--- src/rtl/weight_loader_if.sv ---
// Controller, SRAM and weight-buffer signals of the weight loader, grouped into one bundle.
// The master side is the surrounding system; the slave side is the loader itself.
interface weight_loader_if #(
    parameter int ADDR_W = 16
);
    logic              i_start;
    logic [1:0]        i_mode;
    logic [ADDR_W-1:0] i_base_addr;
    logic              i_hold;
    logic              o_mem_re;
    logic [ADDR_W-1:0] o_mem_addr;
    logic [7:0]        i_mem_rdata;
    logic              o_weight_new;
    logic              o_weight_new_16;
    logic              o_weight_new_8;
    logic [7:0]        o_weight;
    logic              o_bias_new;
    logic [7:0]        o_bias;
    logic              o_busy;
    logic              o_done;
    logic              o_err;

    modport slave (
        input  i_start, i_mode, i_base_addr, i_hold, i_mem_rdata,
        output o_mem_re, o_mem_addr, o_weight_new, o_weight_new_16, o_weight_new_8,
               o_weight, o_bias_new, o_bias, o_busy, o_done, o_err
    );

    modport master (
        output i_start, i_mode, i_base_addr, i_hold, i_mem_rdata,
        input  o_mem_re, o_mem_addr, o_weight_new, o_weight_new_16, o_weight_new_8,
               o_weight, o_bias_new, o_bias, o_busy, o_done, o_err
    );
endinterface

--- src/rtl/weight_loader.sv ---
// Streams one kernel (25/16/8 weights) plus its bias from the weight SRAM into the weight buffer.
// One read per byte; each returned byte is registered onto the strobe for the latched mode.
module weight_loader #(
    parameter int ADDR_W = 16
) (
    input  logic           clk,
    input  logic           rst_n,
    weight_loader_if.slave bus
);
    typedef enum logic [1:0] {S_IDLE, S_FETCH, S_DRAIN, S_DONE} state_t;

    state_t            state_q;
    logic [1:0]        mode_q;
    logic [ADDR_W-1:0] base_q;
    logic [4:0]        n_q;
    logic [4:0]        k_q;
    logic              rd_vld_q;
    logic              rd_bias_q;
    logic [2:0]        wstb_q;
    logic [7:0]        weight_q;
    logic [7:0]        bias_q;
    logic              bias_new_q;
    logic              busy_q;
    logic              done_q;
    logic              err_q;

    logic              issue_d;
    logic [ADDR_W-1:0] addr_d;

    // Hold must gate the read in the same cycle, so issue is decoded from state, not registered.
    assign issue_d = (state_q == S_FETCH) && !bus.i_hold;
    assign addr_d  = base_q + {{(ADDR_W-5){1'b0}}, k_q};

    assign bus.o_mem_re        = issue_d;
    assign bus.o_mem_addr      = issue_d ? addr_d : '0;
    assign bus.o_weight_new    = wstb_q[0];
    assign bus.o_weight_new_16 = wstb_q[1];
    assign bus.o_weight_new_8  = wstb_q[2];
    assign bus.o_weight        = weight_q;
    assign bus.o_bias_new      = bias_new_q;
    assign bus.o_bias          = bias_q;
    assign bus.o_busy          = busy_q;
    assign bus.o_done          = done_q;
    assign bus.o_err           = err_q;

    always_ff @(posedge clk) begin
        if (!rst_n) begin
            state_q    <= S_IDLE;
            mode_q     <= 2'd0;
            base_q     <= '0;
            n_q        <= 5'd0;
            k_q        <= 5'd0;
            rd_vld_q   <= 1'b0;
            rd_bias_q  <= 1'b0;
            wstb_q     <= 3'b000;
            weight_q   <= 8'h00;
            bias_q     <= 8'h00;
            bias_new_q <= 1'b0;
            busy_q     <= 1'b0;
            done_q     <= 1'b0;
            err_q      <= 1'b0;
        end else begin
            err_q      <= 1'b0;
            done_q     <= 1'b0;
            wstb_q     <= 3'b000;
            bias_new_q <= 1'b0;

            // Read return pipeline: data arrives one cycle after issue and is registered out.
            rd_vld_q  <= issue_d;
            rd_bias_q <= issue_d && (k_q == n_q);
            if (rd_vld_q) begin
                if (rd_bias_q) begin
                    bias_q     <= bus.i_mem_rdata;
                    bias_new_q <= 1'b1;
                end else begin
                    weight_q <= bus.i_mem_rdata;
                    wstb_q   <= 3'b001 << mode_q;
                end
            end

            case (state_q)
                S_IDLE: begin
                    if (bus.i_start) begin
                        if (bus.i_mode == 2'd3) begin
                            err_q <= 1'b1;
                        end else begin
                            mode_q  <= bus.i_mode;
                            base_q  <= bus.i_base_addr;
                            n_q     <= (bus.i_mode == 2'd0) ? 5'd25 :
                                       (bus.i_mode == 2'd1) ? 5'd16 : 5'd8;
                            k_q     <= 5'd0;
                            busy_q  <= 1'b1;
                            state_q <= S_FETCH;
                        end
                    end
                end
                S_FETCH: begin
                    if (issue_d) begin
                        k_q <= k_q + 5'd1;
                        if (k_q == n_q) begin
                            state_q <= S_DRAIN;
                        end
                    end
                end
                S_DRAIN: begin
                    if (bias_new_q) begin
                        done_q  <= 1'b1;
                        state_q <= S_DONE;
                    end
                end
                S_DONE: begin
                    busy_q  <= 1'b0;
                    state_q <= S_IDLE;
                end
                default: state_q <= S_IDLE;
            endcase
        end
    end
endmodule

--- src/flat_wrapper.sv ---
// flat-port wrapper written by rule: the top's interface ports become plain ports
module weight_loader_flat 
#(
    parameter int ADDR_W = 16
)
  (clk, rst_n, bus_i_start, bus_i_mode, bus_i_base_addr, bus_i_hold, bus_i_mem_rdata, bus_o_mem_re, bus_o_mem_addr, bus_o_weight_new, bus_o_weight_new_16, bus_o_weight_new_8, bus_o_weight, bus_o_bias_new, bus_o_bias, bus_o_busy, bus_o_done, bus_o_err);
  weight_loader_if #(.ADDR_W(ADDR_W)) bus_i ();
  input  logic clk;
  input  logic rst_n;
  input wire logic [$bits(bus_i.i_start)-1:0] bus_i_start;
  input wire logic [$bits(bus_i.i_mode)-1:0] bus_i_mode;
  input wire logic [$bits(bus_i.i_base_addr)-1:0] bus_i_base_addr;
  input wire logic [$bits(bus_i.i_hold)-1:0] bus_i_hold;
  input wire logic [$bits(bus_i.i_mem_rdata)-1:0] bus_i_mem_rdata;
  output wire logic [$bits(bus_i.o_mem_re)-1:0] bus_o_mem_re;
  output wire logic [$bits(bus_i.o_mem_addr)-1:0] bus_o_mem_addr;
  output wire logic [$bits(bus_i.o_weight_new)-1:0] bus_o_weight_new;
  output wire logic [$bits(bus_i.o_weight_new_16)-1:0] bus_o_weight_new_16;
  output wire logic [$bits(bus_i.o_weight_new_8)-1:0] bus_o_weight_new_8;
  output wire logic [$bits(bus_i.o_weight)-1:0] bus_o_weight;
  output wire logic [$bits(bus_i.o_bias_new)-1:0] bus_o_bias_new;
  output wire logic [$bits(bus_i.o_bias)-1:0] bus_o_bias;
  output wire logic [$bits(bus_i.o_busy)-1:0] bus_o_busy;
  output wire logic [$bits(bus_i.o_done)-1:0] bus_o_done;
  output wire logic [$bits(bus_i.o_err)-1:0] bus_o_err;
  assign bus_i.i_start = bus_i_start;
  assign bus_i.i_mode = bus_i_mode;
  assign bus_i.i_base_addr = bus_i_base_addr;
  assign bus_i.i_hold = bus_i_hold;
  assign bus_i.i_mem_rdata = bus_i_mem_rdata;
  assign bus_o_mem_re = bus_i.o_mem_re;
  assign bus_o_mem_addr = bus_i.o_mem_addr;
  assign bus_o_weight_new = bus_i.o_weight_new;
  assign bus_o_weight_new_16 = bus_i.o_weight_new_16;
  assign bus_o_weight_new_8 = bus_i.o_weight_new_8;
  assign bus_o_weight = bus_i.o_weight;
  assign bus_o_bias_new = bus_i.o_bias_new;
  assign bus_o_bias = bus_i.o_bias;
  assign bus_o_busy = bus_i.o_busy;
  assign bus_o_done = bus_i.o_done;
  assign bus_o_err = bus_i.o_err;
  weight_loader #(.ADDR_W(ADDR_W)) u_core (.clk(clk), .rst_n(rst_n), .bus(bus_i));
endmodule
--- config.mk ---
export PLATFORM = sky130hd
export DESIGN_NAME = weight_loader_flat
export DESIGN_NICKNAME = d
export VERILOG_FILES = /design/src/rtl/weight_loader_if.sv /design/src/rtl/weight_loader.sv /design/src/flat_wrapper.sv
export SDC_FILE = /design/constraint.sdc
export NUM_CORES = 1
export LEC_CHECK = 0
export ABC_AREA = 1
export CORE_AREA = 8 8 70 102
export CTS_CLUSTER_DIAMETER = 100
export DETAILED_ROUTE_END_ITERATION = 7
export DIE_AREA = 0 0 78 110
export PLACE_DENSITY = 0.77
export SETUP_SLACK_MARGIN = 0.05
export SLEW_MARGIN = 20
export SYNTH_ARGS = -nofsm -noshare
export SYNTH_HDL_FRONTEND = slang
export SYNTH_SLANG_ARGS = --single-unit
--- constraint.sdc ---
create_clock -name clk -period 2.41 [get_ports clk]
set_input_delay 0.482 -clock clk [delete_from_list [all_inputs] [get_ports clk]]
set_output_delay 0.482 -clock clk [all_outputs]
set_load 0.02 [all_outputs]
; Word level (Yosys, flattened, before mapping)
; Cells that the tools add are included.
[word_totals]
register_bits = 55
word_cells = 68
[classes]
add_sub_neg = 2
eq_ne = 11
shifts = 1
mux = 19
bitwise_logic = 4
reduce_logical = 17
[ops]
columns = op, count
row1 = two-way mux 5 bit, 5
row2 = adder 16 x 5 -> 16 bit, 1
row3 = two-way mux 16 bit, 1
row4 = two-way mux 2 bit, 5
row5 = case mux 5 bit (2 select lines), 1
row6 = AND reduction 3 bit, 3
row7 = case mux 2 bit (4 select lines), 1
row8 = AND reduction 2 bit, 4
row9 = == test 2 bit (second input constant), 3
row10 = != test 2 bit (second input constant), 3
row11 = adder 5 x 1 -> 5 bit (second input constant), 1
row12 = == test 5 bit, 1
row13 = two-way mux 1 bit, 5
row14 = AND reduction 5 bit, 1
row15 = == test 2 x 1 -> 1 bit (second input constant), 2
row16 = zero test 2 bit, 2
row17 = != test 2 x 1 -> 1 bit (second input constant), 2
row18 = NOT 1 bit, 4
row19 = AND reduction 4 bit, 1
row20 = nonzero test 2 bit, 2
row21 = OR reduction 3 bit, 1
row22 = left shift 1 x 2 -> 3 bit (first input constant), 1
row23 = logical AND 1 bit, 2
row24 = case mux 1 bit (2 select lines), 1
row25 = zero test 1 bit, 1

; Depth between registers and ports, before layout
; Gate-level depths: netlist of the first run.
[logic_depth]
word_depth = 4
mapped_depth = 11
depth_no_buf = 11

; Worst setup path after synthesis of the first run
; No wires, ideal clock.
[synth_timing]
kind = reg-to-output
from = reg u_core.k_q[0]
to = out bus_o_mem_addr[8]
arrival_ns = 1.851
required_time_ns = 1.928
path_slack_ns = 0.077
stages_incl_launch_ff = 12
cell_sequence = dfxtp_1 ha_1 inv_1 fa_1 nand3b_1 nand2_2 nand2_2 nand2_4 nand2_1 nand2_1 nand2_1 a21oi_1
[synth_via]
elab_chain_cells = 2
[synth_lines]
columns = item, line
row1 = start: declaration, weight_loader.sv:16  ; logic [4:0] k_q;
row2 = start signal: assignment, weight_loader.sv:99  ; k_q <= k_q + 5'd1;
row3 = adder 16 x 5 -> 16 bit, weight_loader.sv:32  ; assign addr_d = base_q + {{(ADDR_W-5){1'b0}}, k_q};
row4 = two-way mux 16 bit, weight_loader.sv:35  ; assign bus.o_mem_addr = issue_d ? addr_d : '0;
row5 = end: declaration, flat_wrapper.sv:16  ; output wire logic [$bits(bus_i.o_mem_addr)-1:0] bus_o_mem_addr;
; No other way between the ends.

; Worst setup path in the final report of the first run
[layout_timing]
from = reg u_core.base_q[0]
to = out bus_o_mem_addr[10]
[layout_via]
elab_chain_cells = 2
[layout_lines]
columns = item, line
row1 = start: declaration, weight_loader.sv:14  ; logic [ADDR_W-1:0] base_q;
row2 = start signal: assignment, weight_loader.sv:88  ; base_q <= bus.i_base_addr;
row3 = adder 16 x 5 -> 16 bit, weight_loader.sv:32
row4 = two-way mux 16 bit, weight_loader.sv:35
; No other way between the ends.

==> metrics.yaml, run 1 <==
outcome:
  status: "complete, but fails checks"
  violations: "setup timing"
clocking:
  cts_buffers: 5
  root_buffer: "clkbuf_8"
  clk_latency_ns: 0.31
  clk_pin_slew_ns: 0.11
  htreeDepth: 2
  cts_tree: "yes"
  clock_sink_count: 53
  clock_path_buffers: 2
pwr:
  p_per_area_nw_per_um2: 647.9
  ir_worst_vdd_v: 0.0003555
  finalPower_w: 0.002429
  p_leak_nw: 1.609
global_route:
  antenna_found_initial: 0
  grt-busiest-layer: "met2"
  first_global_vias: 2554
  grt_use_met2: 0.2924
  grt_use_met1: 0.1766
  overflow: 0
  grt_pass1_wl_mm: 11.47
  grt_usage: 0.1616
  gr-usage-met3: 0.04870
  grt_max_degree: 34
logic_synthesis:
  synthDistinctLibCells: 30
  synth_compound_area_frac: 0.1435
  netlist_instances: 370
  syn-cell-area_sq_um: 2608
  synth_top_family_by_area: "simple AND/OR/NAND/NOR gates"
  synthAdderAreaFrac: 0.06046
  yosys.area_share.simple: 0.2980
  synth_xor_area_frac: 0.006718
  syn_nets: 412
  synth_seq_cells: 53
  synthMuxAreaShare: 0
  syn_area_per_cell_sq_um: 7.047
  ys_seq_area_frac: 0.4069
  yosysWarningCount: 0
route:
  first_pass_iters: 4
  remaining_drc_errors: 0
  vias: 2595
  drt-vias-per-instance: 4.850
  routed_wl_mm: 7.041
  antenna_left: 0
  drt_iter0_drc: 105
  detail_route.wl_per_cell_um: 13.16
die:
  die_area_sq_um: 8580
  die_w_um: 78
  ioPinCount: 70
  die_h_um: 110
  coreArea_sq_um: 5700
  initial_utilization: 0.4574
  rows: 34
layout:
  syn2layout_area_growth_pct: 43.76
  drive_gt1_frac: 0.2203
  layout_common_cells: "67 x nor2_1, 65 x nand2_1, 52 x clkdlybuf4s50_1"
  final_nets: 504
  final_common_cell: "nor2_1"
  diodes: 0
  fin_cells: 535
  fillers: 504
  ff_latch_area_sq_um: 1070
  multi_input_area_sq_um: 1460
placement:
  dp.cells: 523
  io_buffers: 69
  dp_hpwl_mm: 5.116
  routabilityCongestion: 0.9032
sta:
  rsz0062_at_grt: "true"
  finalSetupViolCount: 6
  slew_violations: 0
  fmax_mhz: 393.0
  finalWorstSetupSlack_ns: -0.1348
  period_share: 1.056
  hold_viol: 0
  slew-limit-headroom: 0.6800
  tightest_slew_ns: 0.4770
  min_period_ns: 2.545
  skew_ns: 0.01035
critical_path:
  start_kind: "flop"
  cp_max_fo: 6
  crit_end: "bus_o_mem_addr[10]"
  end_kind: "primary output"
  arrival_ns: 2.06
  r2r-end: "u_core.k_q[2]"
  cp_data_required_time_ns: 1.93
  reg2reg_depth: 11
  rrSetupSlack_ns: 0.77
  crit_path_start: "u_core.base_q[0]"
  r2r-start: "u_core.state_q[1]"
  critPathKind: "reg2out"
hold_path:
  holdCritStartpoint: "u_core.mode_q[0]"
  hp-class: "reg2reg"
flow_run:
  maxCapViolations: 0
[how the worst min path moves through the flow]
| stage | end | slack, ns | depth (start not counted) |
|---|---|---|---|
| floorplan | u_core.wstb_q[0] | 0.41 | 1 |
| global placement | u_core.wstb_q[0] | 0.43 | 1 |
| detailed placement | u_core.wstb_q[0] | 0.43 | 1 |
| CTS | u_core.wstb_q[0] | 0.45 | 1 |
| global route | u_core.wstb_q[2] | 0.49 | 2 |
| finish | u_core.wstb_q[0] | 0.46 | 1 |
[layer usage]
metal | vias up | part of all wire
li1 | 1365 | -
met1 | 1155 | 0.40
met2 | 64 | 0.51
met3 | 11 | 0.066
met4 | 0 | 0.018
met5 | - | 0
[sequential cells by signal (all words and copies together), names as in the netlist]
signal,flops
u_core.mode_q,2
u_core.n_q,3
u_core.base_q,16
u_core.k_q,5
u_core.bus.o_weight,8
u_core.rd_bias_q,1
u_core.rd_vld_q,1
u_core.bus.o_busy,1
u_core.bus.o_err,1
u_core.bus.o_done,1
u_core.state_q,2
u_core.bus.o_bias,8
u_core.wstb_q,3
u_core.bus.o_bias_new,1
[critical path, stage by stage (launching register included)]
cell,delay (ns)
dfxtp_2,0.37
ha_4,0.14
inv_2,0.04
fa_2,0.32
nand3b_1,0.17
nand2_2,0.10
nand2_4,0.08
nand2_8,0.08
buf_6,0.10
nand2_2,0.03
o21ai_1,0.12
nor2_1,0.05
buf_4,0.15
[what timing repair did]
item	CTS	global route
pin swaps	11	6
resized for setup	85	22
gates cloned	0	0
setup buffers	3	1
endpoints found under the hold margin	0	0
hold buffers	0	0
endpoints found under the setup margin	17	14
[synth_stat cells]
| cell type | number | area (sq um) |
|---|---|---|
| nor2_1 | 69 | 259.0 |
| clkinv_1 | 1 | 3.750 |
| a21oi_1 | 34 | 170.2 |
| fa_1 | 1 | 20.02 |
| nor4_1 | 1 | 6.260 |
| a21o_1 | 1 | 7.510 |
| clkbuf_1 | 4 | 15.01 |
| buf_6 | 2 | 22.52 |
| nand4_1 | 3 | 18.77 |
| buf_2 | 1 | 5.000 |
| xor2_1 | 2 | 17.52 |
| ha_1 | 11 | 137.6 |
| nand2_2 | 6 | 37.54 |
| o21ai_1 | 8 | 40.04 |
| nand3_1 | 9 | 45.04 |
| o21ai_0 | 28 | 140.1 |
| dfxtp_1 | 53 | 1061 |
| nor2_2 | 5 | 31.28 |
| inv_2 | 9 | 33.78 |
| buf_1 | 1 | 3.750 |
| clkbuf_2 | 1 | 5.000 |
| a21oi_2 | 1 | 8.760 |
| inv_1 | 35 | 131.4 |
| nand2_4 | 3 | 33.78 |
| a211oi_1 | 1 | 7.510 |
| nand3b_1 | 1 | 7.510 |
| nand2_1 | 70 | 262.8 |
| nor3_2 | 1 | 10.01 |
| nor3_1 | 3 | 15.01 |
| nand3_2 | 5 | 50.05 |
[power breakdown]
| part | switching, W | internal, W | leakage, nW |
|---|---|---|---|
| clock network | 0.000320 | 0.000218 | 0.0506 |
| logic | 0.000492 | 0.000329 | 1.12 |
| registers | 0.0000765 | 0.000992 | 0.435 |
| total | 0.000889 | 0.00154 | 1.61 |
[cells by family (layout without fill, tap and decap cells)]
family	count (synthesis)	count (layout)
xor gates and xnor gates	2	2
DFF	53	53
adders and majority gates	12	12
buffers and inverters	54	147
AOI/OAI and AO/OA	73	73
and+or+nand+nor	176	176
[metrics by stage]
| step | area, sq um | setup TNS, ns | hold slack, ns | worst slack [ns] | utilization |
|---|---|---|---|---|---|
| final | 3749 | -0.5680 | 0.4575 | -0.1348 | 0.6576 |
| after global routing | 3749 | -1.145 | 0.4949 | -0.2296 | 0.6576 |
| after CTS | 3669 | -0.6037 | 0.4531 | -0.1627 | 0.6435 |
| after detailed placement | 3495 | -2.653 | 0.4330 | -0.3774 | 0.6130 |
| after global placement | 3495 | -2.108 | 0.4292 | -0.2861 | 0.6130 |
| after floorplan | 2608 | 0 | 0.4132 | 0.07654 | - |
[layout make-up]
cell class	instances	area share
timing repair buffer	94	0.2293
tap	72	0.02403
inverter	45	0.04573
sequential	53	0.2854
multi-input combinational	263	0.3895
clock buffer	5	0.01836
clock inverter	3	0.007677
No activity file was read; power rests on OpenSTA's default activity.
==> run 2, diff against run 1 <==
- ABC_CLOCK_PERIOD_IN_PS: unset -> 2940
- CORE_AREA: 8 8 70 102 -> 8 8 68 100
- DIE_AREA: 0 0 78 110 -> 0 0 76 108
- PLACE_DENSITY: 0.77 -> 0.81
- SKIP_LAST_GASP: unset -> 1
- clock period: 2.41 -> 2.94 ns (I/O delays scaled with it)
==> metrics.yaml, run 2 (same netlist as run 1, synthesis figures left out) <==
clocking:
  root_buffer: "clkbuf_8"
  cts_buffers: 5  # unchanged
  clk_latency_ns: 0.30  # about the same
  clock_path_buffers: 2  # unchanged
  cts_tree: "yes"
  postCtsSetupRepairBufs: 0  # -3
  htreeDepth: 2  # unchanged
  clock_sink_count: 53  # unchanged
  clk_pin_slew_ns: 0.10  # about the same
  hold_buffers: 0  # unchanged
route:
  vias: 2494  # -3.9%
  antenna_left: 0  # unchanged
  remaining_drc_errors: 0  # unchanged
  first_pass_iters: 5  # +1
  detail_route.wl_per_cell_um: 13.20  # +0.33%
  routed_wl_mm: 6.774  # -3.8%
  drt_iter0_drc: 124  # +18%
  drt-vias-per-instance: 4.862  # +0.23%
layout:
  final_common_cell: "nand2_1"
  largest_reg_flops: 16  # unchanged
  syn2layout_area_growth_pct: 32.20
  diodes: 0  # unchanged
  top_register: "u_core.base_q"
  final_nets: 484  # -4.0%
  final_cell_area_sq_um: 3447  # -8.0%
  layout_common_cells: "70 x nand2_1, 69 x nor2_1, 57 x clkdlybuf4s50_1"
  drive_gt1_frac: 0.1174  # -0.1029
critical_path:
  r2r-start: "u_core.state_q[1]"
  start_kind: "flop"
  rrSetupSlack_ns: 1.29  # +0.52 ns
  critPathKind: "reg2out"
  cp_data_required_time_ns: 2.35  # +0.42 ns
  reg2reg_depth: 11  # unchanged
  arrival_ns: 2.19  # +0.13 ns
  slowest_stage: "clkdlybuf4s50_1"
  max_stage_delay_ns: 0.62  # +0.25 ns
  end_kind: "primary output"
  crit_path_start: "u_core.state_q[1]"
  r2r-end: "u_core.k_q[2]"
  path_cells: "inv_1 > ha_2 > nand2_1 > inv_2 > o21ai_0 > a21oi_1 > clkdlybuf4s50_1"
  crit_end: "bus_o_mem_addr[2]"
  cp_max_fo: 11  # +5
placement:
  routabilityCongestion: 0.8336  # -7.7%
  dp_hpwl_mm: 5.143  # +0.52%
  placed_cell_area_sq_um: 3372  # -3.5%
  place_ws_ns: 0.07475  # +0.4522 ns
  io_buffers: 69  # unchanged
sta:
  timing.hold.ws_ns: 0.4594  # +0.001972 ns
  slew-limit-headroom: 0.6465  # -0.03354
  tightest_slew_ns: 0.5270  # +0.05000 ns
  skew_ns: 0.008305  # -0.002046 ns
  finalSetupViolCount: 0  # -6
  hold_viol: 0  # unchanged
  rsz0062_at_grt: "true"
  finalWorstSetupSlack_ns: 0.1645  # +0.2993 ns
  min_period_ns: 2.775
  tns_ns: 0  # +0.5680 ns
  slew_violations: 0  # unchanged
  fmax_mhz: 360.3
  period_share: 0.9440
die:
  rows: 33  # -2.9%
  die_w_um: 76  # -2.6%
  die_area_sq_um: 8208  # -4.3%
  initial_utilization: 0.4895  # +0.03213
  coreArea_sq_um: 5326  # -6.6%
  ioPinCount: 70  # unchanged
  die_h_um: 108  # -1.8%
pwr:
  p_per_area_nw_per_um2: 556.4  # -14%
  pwr-share-comb: 0.324  # -0.014
  finalPower_w: 0.001918  # -21%
  seq_power_share: 0.457  # +0.017
  p_switching_w: 0.0006968  # -22%
  p_leak_nw: 1.493  # -7.2%
  ir_worst_vdd_v: 0.0004163  # +17%
  pwr-share-clk: 0.219  # -0.003
  internal_power_w: 0.001221  # -21%
  p_sw_frac: 0.3632  # -0.002887
global_route:
  grt_usage: 0.1626  # +0.001033
  grt_max_degree: 34  # unchanged
  first_global_vias: 2530  # -0.94%
  grt_pass1_wl_mm: 11.21  # -2.3%
  antenna_found_initial: 0  # unchanged
  overflow: 0  # unchanged
outcome:
  status: "finished clean"
hold_path:
  hp-class: "reg2reg"
  min_path_cells: 1  # unchanged
flow_run:
  maxCapViolations: 0  # unchanged
## run 2: critical path: cells and delay by family (launching register included)
kind	cells	cell delay, ns
DFF	1	0.34
adders and majority gates	1	0.28
and+or+nand+nor	1	0.10
buffers and inverters	3	0.93
AOI/OAI and AO/OA	2	0.23
## run 2: worst min path at each step
stage | to | slack (ns) | start
after detailed placement | u_core.wstb_q[0] | 0.44 | u_core.mode_q[0]
after floorplan | u_core.wstb_q[0] | 0.41 | u_core.mode_q[0]
after CTS | u_core.wstb_q[0] | 0.45 | u_core.mode_q[0]
after global routing | u_core.wstb_q[0] | 0.48 | u_core.mode_q[0]
final | u_core.wstb_q[0] | 0.46 | u_core.mode_q[0]
after global placement | u_core.wstb_q[0] | 0.43 | u_core.mode_q[0]
## run 2: metal layers
| metal | part of all wire | GRT usage | wire (um) | vias to the layer above |
|---|---|---|---|---|
| met5 | 0 | 0 | 0 | - |
| met4 | 0.0063 | 0.03239 | 43 | 0 |
| met3 | 0.075 | 0.05648 | 505 | 4 |
| met2 | 0.53 | 0.3153 | 3605 | 62 |
| met1 | 0.39 | 0.1624 | 2619 | 1117 |
| li1 | - | - | - | 1311 |
## run 2: power groups by stage
stage / clock, W / sequential, W / combinational [W]
after CTS: 0.000434 / 0.000874 / 0.000625
after global routing: 0.000467 / 0.000888 / 0.000698
after global placement: 0 / 0.000885 / 0.000611
after detailed placement: 0 / 0.000890 / 0.000625
final: 0.000420 / 0.000876 / 0.000622
after floorplan: 0 / 0.000901 / 0.000403
## run 2: metrics by stage
step / cells / util
CTS: 513 / 0.6483
finish: 513 / 0.6472
floorplan: 370 / -
global route: 513 / 0.6472
global placement: 505 / 0.6331
detailed placement: 505 / 0.6331
## run 2: repair_timing
| action | in CTS | in global routing |
|---|---|---|
| setup endpoints to repair | 11 | 7 |
| hold endpoints to repair | 0 | 0 |
| gates resized for setup | 12 | 16 |
## run 2: layout make-up
| class | count | area (sq um) |
|---|---|---|
| clock buffer | 5 | 68.82 |
| clock inverter | 3 | 25.02 |
| fill | 453 | 1879 |
| inverter | 45 | 168.9 |
| multi-input combinational | 263 | 1333 |
| sequential | 53 | 1064 |
| tap | 70 | 87.58 |
| timing repair buffer | 74 | 700.7 |
